`src/rtl/jtaglet_pkg.sv`:
```
// jtaglet_pkg: shared types and constants for the jtaglet JTAG TAP.
//   tap_state_e  - the sixteen TAP controller states
//   tap_ctrl_t   - decoded capture/shift/update strobes for the DR and IR paths
//   dr_sel_e     - which data register the current instruction selects
//   INSTR_*      - instruction codes; the top widens them to IR_LEN bits
//   tap_next()   - TAP state transition function
//   tap_decode() - strobe decode of a TAP state
package jtaglet_pkg;

  localparam int unsigned USERDATA_W = 32;
  localparam int unsigned USEROP_W   = 8;
  localparam int unsigned IDCODE_W   = 32;

  localparam int unsigned INSTR_IDCODE   = 1;
  localparam int unsigned INSTR_USERDATA = 2;
  localparam int unsigned INSTR_USEROP   = 3;

  typedef enum logic [3:0] {
    ST_TLR,
    ST_RTI,
    ST_SEL_DR,
    ST_CAP_DR,
    ST_SHIFT_DR,
    ST_EXIT1_DR,
    ST_PAUSE_DR,
    ST_EXIT2_DR,
    ST_UPD_DR,
    ST_SEL_IR,
    ST_CAP_IR,
    ST_SHIFT_IR,
    ST_EXIT1_IR,
    ST_PAUSE_IR,
    ST_EXIT2_IR,
    ST_UPD_IR
  } tap_state_e;

  typedef enum logic [1:0] {
    DR_BYPASS,
    DR_IDCODE,
    DR_USERDATA,
    DR_USEROP
  } dr_sel_e;

  typedef struct packed {
    logic capture_dr;
    logic shift_dr;
    logic update_dr;
    logic capture_ir;
    logic shift_ir;
    logic update_ir;
  } tap_ctrl_t;

  function automatic tap_state_e tap_next(input tap_state_e s, input logic tms);
    case (s)
      ST_TLR:      return tms ? ST_TLR      : ST_RTI;
      ST_RTI:      return tms ? ST_SEL_DR   : ST_RTI;
      ST_SEL_DR:   return tms ? ST_SEL_IR   : ST_CAP_DR;
      ST_CAP_DR:   return tms ? ST_EXIT1_DR : ST_SHIFT_DR;
      ST_SHIFT_DR: return tms ? ST_EXIT1_DR : ST_SHIFT_DR;
      ST_EXIT1_DR: return tms ? ST_UPD_DR   : ST_PAUSE_DR;
      ST_PAUSE_DR: return tms ? ST_EXIT2_DR : ST_PAUSE_DR;
      ST_EXIT2_DR: return tms ? ST_UPD_DR   : ST_SHIFT_DR;
      ST_UPD_DR:   return tms ? ST_SEL_DR   : ST_RTI;
      ST_SEL_IR:   return tms ? ST_TLR      : ST_CAP_IR;
      ST_CAP_IR:   return tms ? ST_EXIT1_IR : ST_SHIFT_IR;
      ST_SHIFT_IR: return tms ? ST_EXIT1_IR : ST_SHIFT_IR;
      ST_EXIT1_IR: return tms ? ST_UPD_IR   : ST_PAUSE_IR;
      ST_PAUSE_IR: return tms ? ST_EXIT2_IR : ST_PAUSE_IR;
      ST_EXIT2_IR: return tms ? ST_UPD_IR   : ST_SHIFT_IR;
      ST_UPD_IR:   return tms ? ST_SEL_DR   : ST_RTI;
      default:     return ST_TLR;
    endcase
  endfunction

  function automatic tap_ctrl_t tap_decode(input tap_state_e s);
    tap_ctrl_t c;
    c            = '0;
    c.capture_dr = (s == ST_CAP_DR);
    c.shift_dr   = (s == ST_SHIFT_DR);
    c.update_dr  = (s == ST_UPD_DR);
    c.capture_ir = (s == ST_CAP_IR);
    c.shift_ir   = (s == ST_SHIFT_IR);
    c.update_ir  = (s == ST_UPD_IR);
    return c;
  endfunction

endpackage

```
`src/rtl/jtag_tap_fsm.sv`:
```
// jtag_tap_fsm: 16-state TAP controller.
//   tck   in  JTAG clock
//   trst  in  asynchronous active-low reset, forces Test-Logic-Reset
//   tms   in  mode select, sampled on rising tck
//   state out current TAP state
//   ctrl  out strobes for the current state; an action flagged here is
//             performed by the datapath on the rising tck that leaves the state
module jtag_tap_fsm
  import jtaglet_pkg::*;
(
  input  logic       tck,
  input  logic       trst,
  input  logic       tms,
  output tap_state_e state,
  output tap_ctrl_t  ctrl
);

  tap_state_e state_q, state_d;
  tap_ctrl_t  ctrl_q, ctrl_d;

  // NOTE: every signal driven in an always_comb gets a value on every path
  // (here unconditionally) so no latch can be inferred.
  always_comb begin
    state_d = tap_next(state_q, tms);
    // Strobes are decoded from the next state so they come out of a flop
    // yet still line up with state_q.
    ctrl_d  = tap_decode(state_d);
  end

  // NOTE: state is updated with non-blocking assignments so every flop in the
  // design samples the pre-edge values regardless of block evaluation order.
  always_ff @(posedge tck or negedge trst) begin
    if (!trst) begin
      state_q <= ST_TLR;
      ctrl_q  <= '0;
    end else begin
      state_q <= state_d;
      ctrl_q  <= ctrl_d;
    end
  end

  assign state = state_q;
  assign ctrl  = ctrl_q;

endmodule

```
`src/rtl/jtaglet_tap.sv`:
```
// jtaglet_tap: JTAG TAP with BYPASS, IDCODE, USERDATA and USEROP registers.
//   tck           in   JTAG clock, the only clock
//   trst          in   asynchronous active-low reset
//   tms, tdi      in   sampled on rising tck
//   tdo           out  registered on falling tck; 0 outside Shift-IR/Shift-DR
//   userData_in   in   word captured into USERDATA at Capture-DR
//   userData_out  out  last USERDATA word written at Update-DR
//   userOp        out  last USEROP byte written at Update-DR
//   userOp_ready  out  one-tck pulse after userOp is written
// IR_LEN must be in 2..8.
module jtaglet_tap
  import jtaglet_pkg::*;
#(
  parameter int unsigned  IR_LEN     = 4,
  parameter logic [3:0]   ID_PARTVER = 4'h0,
  parameter logic [15:0]  ID_PARTNUM = 16'h0000,
  parameter logic [10:0]  ID_MANF    = 11'h000
) (
  input  logic                  tck,
  input  logic                  trst,
  input  logic                  tms,
  input  logic                  tdi,
  output logic                  tdo,
  input  logic [USERDATA_W-1:0] userData_in,
  output logic [USERDATA_W-1:0] userData_out,
  output logic [USEROP_W-1:0]   userOp,
  output logic                  userOp_ready
);

  localparam logic [IR_LEN-1:0]   IR_IDCODE   = IR_LEN'(INSTR_IDCODE);
  localparam logic [IR_LEN-1:0]   IR_USERDATA = IR_LEN'(INSTR_USERDATA);
  localparam logic [IR_LEN-1:0]   IR_USEROP   = IR_LEN'(INSTR_USEROP);
  localparam logic [IR_LEN-1:0]   IR_BYPASS   = {IR_LEN{1'b1}};
  localparam logic [IR_LEN-1:0]   IR_CAPTURE  = IR_LEN'(1);
  localparam logic [IDCODE_W-1:0] IDCODE_VAL  = {ID_PARTVER, ID_PARTNUM, ID_MANF, 1'b1};

  tap_state_e state;
  tap_ctrl_t  ctrl;

  jtag_tap_fsm u_fsm (
    .tck   (tck),
    .trst  (trst),
    .tms   (tms),
    .state (state),
    .ctrl  (ctrl)
  );

  logic [IR_LEN-1:0]     ir_q, ir_d;
  logic [IR_LEN-1:0]     ir_sr_q, ir_sr_d;
  // One shift register serves every DR; each instruction sets where tdi enters.
  logic [USERDATA_W-1:0] dr_sr_q, dr_sr_d;
  logic [USERDATA_W-1:0] user_data_q, user_data_d;
  logic [USEROP_W-1:0]   user_op_q, user_op_d;
  logic                  user_op_ready_q, user_op_ready_d;
  logic                  tdo_q, tdo_d;
  dr_sel_e               dr_sel;

  // All-ones is checked first so that with IR_LEN=2 code 3 still means BYPASS.
  always_comb begin
    if (ir_q == IR_BYPASS)        dr_sel = DR_BYPASS;
    else if (ir_q == IR_IDCODE)   dr_sel = DR_IDCODE;
    else if (ir_q == IR_USERDATA) dr_sel = DR_USERDATA;
    else if (ir_q == IR_USEROP)   dr_sel = DR_USEROP;
    else                          dr_sel = DR_BYPASS;
  end

  always_comb begin
    ir_d    = ir_q;
    ir_sr_d = ir_sr_q;
    if (state == ST_TLR)    ir_d    = IR_IDCODE;
    else if (ctrl.update_ir) ir_d   = ir_sr_q;
    if (ctrl.capture_ir)    ir_sr_d = IR_CAPTURE;
    else if (ctrl.shift_ir) ir_sr_d = {tdi, ir_sr_q[IR_LEN-1:1]};
  end

  always_comb begin
    dr_sr_d = dr_sr_q;
    if (ctrl.capture_dr) begin
      case (dr_sel)
        DR_IDCODE:   dr_sr_d = IDCODE_VAL;
        DR_USERDATA: dr_sr_d = userData_in;
        default:     dr_sr_d = '0;
      endcase
    end else if (ctrl.shift_dr) begin
      case (dr_sel)
        DR_BYPASS: dr_sr_d = {{(USERDATA_W-1){1'b0}}, tdi};
        DR_USEROP: dr_sr_d = {{(USERDATA_W-USEROP_W){1'b0}}, tdi, dr_sr_q[USEROP_W-1:1]};
        default:   dr_sr_d = {tdi, dr_sr_q[USERDATA_W-1:1]};
      endcase
    end
  end

  always_comb begin
    user_data_d     = user_data_q;
    user_op_d       = user_op_q;
    user_op_ready_d = 1'b0;
    if (ctrl.update_dr && dr_sel == DR_USERDATA) user_data_d = dr_sr_q;
    if (ctrl.update_dr && dr_sel == DR_USEROP) begin
      user_op_d       = dr_sr_q[USEROP_W-1:0];
      user_op_ready_d = 1'b1;
    end
  end

  always_comb begin
    tdo_d = 1'b0;
    if (ctrl.shift_ir)      tdo_d = ir_sr_q[0];
    else if (ctrl.shift_dr) tdo_d = dr_sr_q[0];
  end

  always_ff @(posedge tck or negedge trst) begin
    if (!trst) begin
      ir_q            <= IR_IDCODE;
      ir_sr_q         <= '0;
      dr_sr_q         <= '0;
      user_data_q     <= '0;
      user_op_q       <= '0;
      user_op_ready_q <= 1'b0;
    end else begin
      ir_q            <= ir_d;
      ir_sr_q         <= ir_sr_d;
      dr_sr_q         <= dr_sr_d;
      user_data_q     <= user_data_d;
      user_op_q       <= user_op_d;
      user_op_ready_q <= user_op_ready_d;
    end
  end

  // tdo changes on the falling edge so the next device in the chain has half
  // a period of setup before it samples on rising tck.
  always_ff @(negedge tck or negedge trst) begin
    if (!trst) tdo_q <= 1'b0;
    else       tdo_q <= tdo_d;
  end

  assign tdo          = tdo_q;
  assign userData_out = user_data_q;
  assign userOp       = user_op_q;
  assign userOp_ready = user_op_ready_q;

endmodule

```
`config.mk`:
```
export PLATFORM = sky130hd
export DESIGN_NAME = jtaglet_tap
export DESIGN_NICKNAME = d
export VERILOG_FILES = /design/src/rtl/jtaglet_pkg.sv /design/src/rtl/jtag_tap_fsm.sv /design/src/rtl/jtaglet_tap.sv
export SDC_FILE = /design/constraint.sdc
export NUM_CORES = 1
export LEC_CHECK = 0
export CORE_ASPECT_RATIO = 0.75
export CORE_UTILIZATION = 40
export DETAILED_ROUTE_END_ITERATION = 10
export HOLD_SLACK_MARGIN = 0.06
export PLACE_DENSITY = 0.66
export SLEW_MARGIN = 25
export SYNTH_ARGS = -nofsm -noshare
export SYNTH_HDL_FRONTEND = slang
export SYNTH_SLANG_ARGS = --single-unit
```
`constraint.sdc`:
```
create_clock -name tck -period 3.74 [get_ports tck]
set_input_delay 0.748 -clock tck [delete_from_list [all_inputs] [get_ports tck]]
set_output_delay 0.748 -clock tck [all_outputs]
set_load 0.03 [all_outputs]
```
=== After elaboration in Yosys (flattened, before gate mapping) ===
Index checks and enable logic that the tools add are counted.

* Eq/ne operators: 28
* Mux-type cells: 28
* Reductions and logical operators: 10

{| class="wikitable"
|+ Operators by type and width
! operator !! count
|-
| $pmux W32 S2 || 2
|-
| $mux W32 || 2
|-
| $eq A4 B4 Y1 const B || 13
|-
| $pmux W4 S12 || 1
|-
| $mux W4 || 8
|-
| $eq A4 B2 Y1 const B || 5
|-
| $eq A4 B3 Y1 const B || 5
|-
| $mux W2 || 7
|-
| $eq A4 B1 Y1 const B || 2
|-
| $mux W1 || 6
|-
| $mux W3 || 2
|-
| $reduce_bool A2 Y1 || 3
|-
| $eq A2 B2 Y1 const B || 2
|-
| $logic_not A4 Y1 || 1
|-
| $reduce_or A2 Y1 || 2
|-
| $reduce_or A3 Y1 || 1
|-
| $eq A2 B1 Y1 const B || 1
|-
| $logic_and A1 B1 Y1 || 2
|-
| $logic_not A2 Y1 || 1
|}

* Register bits after elaboration: 92
* Bits of input ports: 36
* Output and inout port bits: 42
* Word-level logic and storage cells: 80

=== Logic depth before layout (Yosys ltp) ===
Gate-level depths: netlist of run 1.

* Word-level depth: 9
* Depth in mapped cells: 9
* Gate-level depth less buffers: 8

=== Cells and area by module ===
A second synthesis of run 1 with hierarchy kept.

* Cell total of the unflattened synthesis: 331
* Area total of the unflattened synthesis: 3,963.8 µm²

{| class="wikitable"
|+ Modules (own cells, without submodules)
! module !! instances !! cells each !! area an instance (µm²) !! seq. area each (µm²)
|-
| jtaglet_tap || 1 || 277 || 3,423.3 || 2,053.2
|-
| jtag_tap_fsm || 1 || 54 || 540.5 || 250.2
|}

==> results of run 1 <==
-- layout make-up --
class / count / area (um2)
Fill cell: 812 / 4150
Sequential cell: 92 / 2300
Multi-Input combinational cell: 211 / 1510
Timing Repair Buffer: 82 / 836
Clock buffer: 9 / 225
Tap cell: 128 / 160
Clock inverter: 6 / 113
Inverter: 4 / 15.0
-- state kept, by name (all words and copies together) (netlist names), 4 cells and up --
register and flops:
u_fsm.ctrl 6, u_fsm.state 4, userData_out 32, userOp 8, ir_sr_q 4, dr_sr_q 32, ir_q 4
-- metrics by stage --
step | utilization | hold WS (ps) | cell area [um2] | instances | power (W)
2_1_floorplan | - | 449 | 3930 | 330 | 0.00206
3_3_place_gp | 0.514 | 483 | 4790 | 516 | 0.00225
3_5_place_dp | 0.517 | 486 | 4820 | 517 | 0.00231
4_1_cts | 0.554 | 496 | 5150 | 532 | 0.00334
5_1_grt | 0.554 | 521 | 5160 | 532 | 0.00354
6_report | 0.554 | 495 | 5160 | 532 | 0.00330
-- routing by layer --
metal | up-vias | wire, um
li1 | 1311 | -
met5 | - | 0
met3 | 7 | 348
met1 | 1347 | 4070
met4 | 0 | 66
met2 | 59 | 3530
-- worst paths after layout --
path | slack [ps] | end | start
max | 220 | tdo | tdo
min | 500 | ir_sr_q[1] | u_fsm.ctrl[2]
max reg2reg | 1020 | tdo | u_fsm.ctrl[1]
min reg2reg | 500 | ir_sr_q[1] | u_fsm.ctrl[2]
max in group asynchronous | 1640 | tdo | trst
min in group asynchronous | 560 | userData_out[3] | trst
-- placed cells by master, fill, tap and decap left out, types with 7 or more instances in the layout --
cell / instances
clkdlybuf4s50_1: 75
nor2_1: 14
nand2_1: 39
a22oi_1: 30
dfrtp_1: 90
mux2i_1: 7
mux2_2: 41
clkbuf_16: 9
o21ai_1: 24
o21ai_0: 13
-- logic make-up (layout without fill, tap and decap cells) --
logic type | count (synthesis) | count (layout) | synth area share
fa+ha+maj | 4 | 4 | 0.0127
mux | 48 | 48 | 0.135
compound gates | 79 | 79 | 0.130
xor+xnor | 1 | 1 | 0.00223
flops | 92 | 92 | 0.586
simple gates | 79 | 79 | 0.0990
buf+inv | 27 | 101 | 0.0350
-- power by group --
group          leakage (nW)  internal, W  switching (W)
combinational         0.925     0.000373       0.000449
sequential             1.25      0.00122       0.000244
clock                 0.166     0.000651       0.000361
==> results_dict.tcl, run 1 <==
set metrics [dict create \
    synthArstFlopShare 1.00 \
    grt_util_met1 0.251 \
    hold_path_class "reg2reg" \
    fin_nets 440 \
    netlist_instances 330 \
    maxCapViolCount 0 \
    max_stage_delay_ps 440 \
    netlist_top_cells_count "90 x dfrtp_1, 41 x mux2_2, 39 x nand2_1" \
    cp-end-kind "output pin" \
    p_leak_nw 2.34 \
    worstPathCellList "buf_12" \
    drc_errors 0 \
    worst_pin_slew_ps 608 \
    cp_max_fo 1 \
    grt_pass1_vias 2702 \
    hold_viol_final 0 \
    ys_warn_count 0 \
    cp_top_family "flip-flops" \
    ios 78 \
    core_um2 9310 \
    cts_buffers 9 \
    setup-tns-final_ps 0 \
    gp_congestion 0.729 \
    clockRootBuffer "clkbuf_16" \
    critPathKind "reg2out" \
    cp_num_cells 1 \
    netlist_top_cells_area "dfrtp_1 57%, mux2_2 12%, a22oi_1 5.7%" \
    rsz0062_at_grt "false" \
    fin_skew_ps 12.3 \
    gr-usage-all-layers 0.173 \
    syn_avg_cell_area_um2 11.9 \
    cts_setup_buffers 0 \
    use_met2 0.252 \
    grt_pass1_wl_um 13400 \
    drive_above_1_share 0.183 \
    synth.distinct_cells 43 \
    wl_um 8010 \
    crit_path_top_delay_cell "dfrtn_1" \
    via_per_inst 5.12 \
    dp_slack_ps 574 \
    antenna_left 0 \
    first_iter_violations 99 \
    crit_required_ps 2990 \
    cts_buffer_depth 2 \
    power_density_nw_per_um2 640 \
    portBuffers 77 \
    hold_depth 1 \
    synth_nets 370 \
    cts_hold_buf 0 \
    grt_max_degree 47 \
    ir_drop_uv 304 \
    finalSetupViolCount 0 \
    hpwl_um 5630 \
    die_h_um 87.9 \
    ys_ff_latch 92 \
    clk_pin_slew_worst_paths_ps 60 \
    busiest_layer "met2" \
    die_x_um 116 \
    globalRouteOverflowTotal 0 \
    synth_top_area_frac 0.573 \
    start_util 0.422 \
    start_kind "flop" \
    synth-edff-count 0 \
    htree_levels 3 \
    row_count 30 \
    relSlewSlack 0.594 \
    ys_seq_area_frac 0.586 \
    path_buf_inv 1 \
    netlist.top_cell.by_area "dfrtp_1" \
    insertion_delay_ps 340 \
    area_growth_pct 31.2 \
    finalWorstSetupSlack_ps 220 \
    use_met3 0.0429 \
    antenna_found_initial 0 \
    cts_sinks 92 \
    r2r_cells 2 \
    worst_ep_arrival_time_ps 2770 \
    diodes 0 \
    ys.flop_type "dfrtp_1" \
    num_vias 2724 \
    cts_resized 0 \
    drv_slew 0 \
    synth.cell_area_um2 3930 \
    yosysMostFrequentCell "dfrtp_1" \
    cts_tree "done" \
    drtPass1Iterations 4 \
    dieArea_um2 10200 \
    route.detailed.wl_per_inst_um 15.1 \
    status "finished clean" \
]
Note: power is estimated with default switching activity, not from simulation.
==> inputs of run 2 (changes only) <==
--- a/config.mk
+++ b/config.mk
@@ -7,8 +7,11 @@
 export LEC_CHECK = 0
 export CORE_ASPECT_RATIO = 0.75
 export CORE_UTILIZATION = 40
+export CTS_CLUSTER_DIAMETER = 40
 export DETAILED_ROUTE_END_ITERATION = 10
+export GPL_ROUTABILITY_DRIVEN = 0
 export HOLD_SLACK_MARGIN = 0.06
+export MAX_ROUTING_LAYER = met4
 export PLACE_DENSITY = 0.66
 export SLEW_MARGIN = 25
 export SYNTH_ARGS = -nofsm -noshare
==> run 2 against run 1 <==
Effect of this change: sequential cell count stayed put; clock power about the same; sequential power hardly changed; cell count unchanged; via count fell by 0.22%; register-to-register slack is essentially flat; global-route usage is 0.63 points higher; worst setup slack gained 1.3 ps; non-clock buffer count unchanged; critical path type unchanged.
==> results_dict.tcl, run 2 (synthesized netlist as in run 1, its figures left out) <==
set metrics [dict create \
    drive_above_1_share 0.183 \
    hold_depth 1 \
    reg2reg_from "u_fsm.ctrl[1]" \
    max_stage_delay_ps 440 \
    route.detailed.wl_per_inst_um 15.1 \
    antenna_left 0 \
    crit_path_top_delay_cell "dfrtn_1" \
    cp-end-kind "output pin" \
    drv_slew 0 \
    drtPass1Iterations 4 \
    power_density_nw_per_um2 640 \
    relSlewSlack 0.594 \
    grt_pass1_wl_um 13400 \
    worst_ep_arrival_time_ps 2770 \
    dieArea_um2 10200 \
    rsz0062_at_grt "false" \
    die_h_um 87.9 \
    hold_viol_final 0 \
    cts_sinks 92 \
    r2r_cells 2 \
    wl_um 8010 \
    grt_pass1_vias 2705 \
    critPathKind "reg2out" \
    globalRouteOverflowTotal 0 \
    setup-tns-final_ps 0 \
    final_cell_mix "90 x dfrtp_1, 75 x clkdlybuf4s50_1, 41 x mux2_2" \
    grt_max_degree 47 \
    start_kind "flop" \
    num_vias 2718 \
    via_per_inst 5.11 \
    path_buf_inv 1 \
    maxCapViolCount 0 \
    dp_slack_ps 574 \
    hp-start "u_fsm.ctrl[2]" \
    cts_tree "done" \
    start_util 0.422 \
    reg2reg_slack_ps 1020 \
    cts_setup_buffers 0 \
    worst_pin_slew_ps 607 \
    timing.rr.end "tdo" \
    status "finished clean" \
    dp.cells 517 \
    finalSetupViolCount 0 \
    p_leak_nw 2.34 \
    hold_path_class "reg2reg" \
    row_count 30 \
    fin_nets 440 \
    drc_errors 0 \
    antenna_found_initial 0 \
    cts_buffer_depth 2 \
    hold_path_end "ir_sr_q[1]" \
    critical_path.startpoint "tdo" \
    cts_hold_buf 0 \
    cts_buffers 9 \
    fin_util 0.554 \
    cts_resized 0 \
    clk_pin_slew_worst_paths_ps 60 \
    ios 78 \
    cp_max_fo 1 \
    area_growth_pct 31.2 \
    first_iter_violations 99 \
    layout_commonest_cell "dfrtp_1" \
    htree_levels 3 \
    portBuffers 77 \
    fin_area_um2 5160 \
    fin_cells 532 \
    diodes 0 \
    hpwl_um 5630 \
    die_x_um 116 \
    insertion_delay_ps 340 \
    ir_drop_uv 304 \
    register_area_um2 2300 \
    core_um2 9310 \
    num-fill-cells 812 \
    finalWorstSetupSlack_ps 221 \
    crit_required_ps 2990 \
    placed_area_um2 4820 \
    clockRootBuffer "clkbuf_16" \
    multi_input_area_um2 1510 \
    gr-usage-all-layers 0.179 \
    cp_top_family "flip-flops" \
    fin_skew_ps 12.3 \
    worstPathCellList "buf_12" \
]
run 2: cell counts in the layout (fill, tap and decap cells not counted):
Identical to the previous run, type by type.
run 2: stage by stage:
stage | total power (W) | hold WS [ps]
floorplan | 0.00206 | 449
global placement | 0.00225 | 483
detailed placement | 0.00231 | 486
CTS | 0.00334 | 496
global route | 0.00355 | 521
finish | 0.00330 | 495
run 2: worst max-delay path by stage:
| stage | to | slack (ps) | cells after the start |
|---|---|---|---|
| after global placement | tdo | 580 | 1 |
| after floorplan | tdo | 590 | 0 |
| after global routing | tdo | 180 | 1 |
| final | tdo | 220 | 1 |
| after detailed placement | tdo | 570 | 1 |
| after CTS | tdo | 210 | 1 |
run 2: worst register-to-register path: cells and delay by family, from the launching register on:
family             cells  cell delay, ps
AOI/OAI and AO/OA      1             110
DFF                    1             460
and+or+nand+nor        1             100
run 2: power by group:
group	total, W	internal [W]	switching [W]
Combinational	0.000823	0.000373	0.000450
Clock	0.00101	0.000651	0.000362
Sequential	0.00147	0.00122	0.000244
run 2: cell type report:
cell class                 count  area share
multi-input combinational    211       0.292
timing repair buffer          82       0.162
tap                          128      0.0310
clock buffer                   9      0.0437
sequential                    92       0.447
clock inverter                 6      0.0218
inverter                       4     0.00291
run 2: metal layers:
layer	share of wire	global-route usage
met1	0.51	0.253
met2	0.44	0.252
met3	0.041	0.0429
met4	0.0095	0.0559
met5	0	-
==> inputs of run 3 (changes only) <==
--- a/config.mk
+++ b/config.mk
@@ -5,7 +5,7 @@
 export SDC_FILE = /design/constraint.sdc
 export NUM_CORES = 1
 export LEC_CHECK = 0
-export CORE_ASPECT_RATIO = 0.75
+export CORE_ASPECT_RATIO = 0.8
 export CORE_UTILIZATION = 40
 export CTS_CLUSTER_DIAMETER = 40
 export DETAILED_ROUTE_END_ITERATION = 10
==> run 3 against run 2 <==
Effect of this change: wire length grew 1.6%; clock-buffer cell count grew 2; critical path type unchanged; critical endpoint unchanged; utilization shrank 0.51 points; highest routed layer unchanged; combinational power grew 1%; sequential share of layout area grew 0.42 points; register-to-register slack lost 30 ps; global-route usage shrank 0.41 points; critical path depth is the same; clock skew shrank 3.4 ps; hold slack lost 2.6 ps.
==> results_dict.tcl, run 3 (synthesized netlist as in run 1, its figures left out) <==
set metrics [dict create \
    maxCapViolCount 0 \
    timing.rr.end "tdo" \
    clockRootBuffer "clkbuf_16" \
    htree_levels 3 \
    final_cell_mix "90 x dfrtp_1, 75 x clkdlybuf4s50_1, 41 x mux2_2" \
    drive_above_1_share 0.185 \
    diodes 0 \
    hold_viol_final 0 \
    ir_drop_uv 311 \
    grt_max_degree 48 \
    crit_required_ps 2990 \
    hold_path_class "reg2reg" \
    gr-usage-all-layers 0.175 \
    fin_nets 441 \
    drtPass1Iterations 4 \
    cp_top_family "flip-flops" \
    hpwl_um 5640 \
    dp_slack_ps 582 \
    core_um2 9310 \
    use_met3 0.0503 \
    route.detailed.wl_per_inst_um 15.6 \
    finalSetupViolCount 0 \
    cts_buffer_depth 2 \
    worst_ep_arrival_time_ps 2770 \
    first_iter_violations 145 \
    grt_pass1_vias 2719 \
    max_stage_delay_ps 440 \
    antenna_left 0 \
    reg2reg_slack_ps 990 \
    clk_pin_slew_worst_paths_ps 70 \
    hp-start "u_fsm.ctrl[2]" \
    cts_tree "done" \
    multi_input_area_um2 1500 \
    grt_pass1_wl_um 13500 \
    cts_setup_buffers 0 \
    p_leak_nw 2.31 \
    cts_sinks 92 \
    hold_path_end "ir_sr_q[2]" \
    grt_util_met1 0.244 \
    num_vias 2711 \
    wl_um 8140 \
    area_growth_pct 30.0 \
    worstPathCellList "buf_12" \
    die_x_um 113 \
    row_count 31 \
    start_kind "flop" \
    cts_buffers 9 \
    use_met2 0.254 \
    drc_errors 0 \
    path_buf_inv 1 \
    fin_area_um2 5110 \
    cts_resized 0 \
    globalRouteOverflowTotal 0 \
    rsz0062_at_grt "false" \
    status "finished clean" \
    relSlewSlack 0.514 \
    antenna_found_initial 0 \
    dp.cells 505 \
    cts_hold_buf 0 \
    die_h_um 90.7 \
    fin_cells 521 \
    register_area_um2 2300 \
    setup-tns-final_ps 0 \
    busiest_layer "met2" \
    fin_skew_ps 8.94 \
    r2r_cells 2 \
    placed_area_um2 4810 \
    holdWs_ps 492 \
    critPathKind "reg2out" \
    cp-end-kind "output pin" \
    layout_commonest_cell "dfrtp_1" \
    power_density_nw_per_um2 626 \
    hold_depth 1 \
    ios 78 \
    crit_path_top_delay_cell "dfrtn_1" \
    insertion_delay_ps 330 \
    num-fill-cells 827 \
    worst_pin_slew_ps 727 \
    drv_slew 0 \
    dieArea_um2 10200 \
    start_util 0.422 \
    finalWorstSetupSlack_ps 222 \
    via_per_inst 5.20 \
    portBuffers 77 \
    cp_max_fo 1 \
    reg2reg_from "u_fsm.ctrl[1]" \
]
## run 3: cell count changes in the layout (fill, tap and decap cells not counted)
cell | previous run | this run
clkinv_2 | 1 | 0
nor2b_4 | 1 | 0
bufinv_16 | 3 | 1
clkbuf_8 | 0 | 1
buf_4 | 5 | 6
inv_6 | 1 | 0
clkinvlp_4 | 0 | 3
clkbuf_1 | 0 | 1
nor2b_2 | 0 | 1
## run 3: worst max-delay path by stage
| stage | from | to | slack [ps] | cells after the start |
|---|---|---|---|---|
| floorplan | tdo | tdo | 590 | 0 |
| global placement | tdo | tdo | 570 | 1 |
| detailed placement | tdo | tdo | 580 | 1 |
| CTS | tdo | tdo | 210 | 1 |
| global route | tdo | tdo | 190 | 1 |
| finish | tdo | tdo | 220 | 1 |
## run 3: routing by layer
layer / part of all wire / vias up
met5: 0 / -
met4: 0.0059 / 0
met3: 0.056 / 5
met2: 0.44 / 65
met1: 0.49 / 1323
li1: - / 1318
## run 3: report_power, final
group	switching [W]	internal [W]	total, W
sequential	0.000245	0.00122	0.00147
clock	0.000361	0.000537	0.000898
combinational	0.000455	0.000377	0.000833
## run 3: per-stage QoR
stage / utilization / power, W
3_3_place_gp: 0.513 / 0.00226
2_1_floorplan: - / 0.00206
3_5_place_dp: 0.516 / 0.00232
5_1_grt: 0.549 / 0.00343
4_1_cts: 0.549 / 0.00324
6_report: 0.549 / 0.00320
## run 3: layout make-up
cell class | instances | area share
clock inverters | 5 | 0.0120
inverters | 4 | 0.00294
repair buffers | 83 | 0.165
flip-flops and latches | 92 | 0.451
clock buffers | 11 | 0.0475
multi-input cells | 211 | 0.294
well taps | 115 | 0.0282
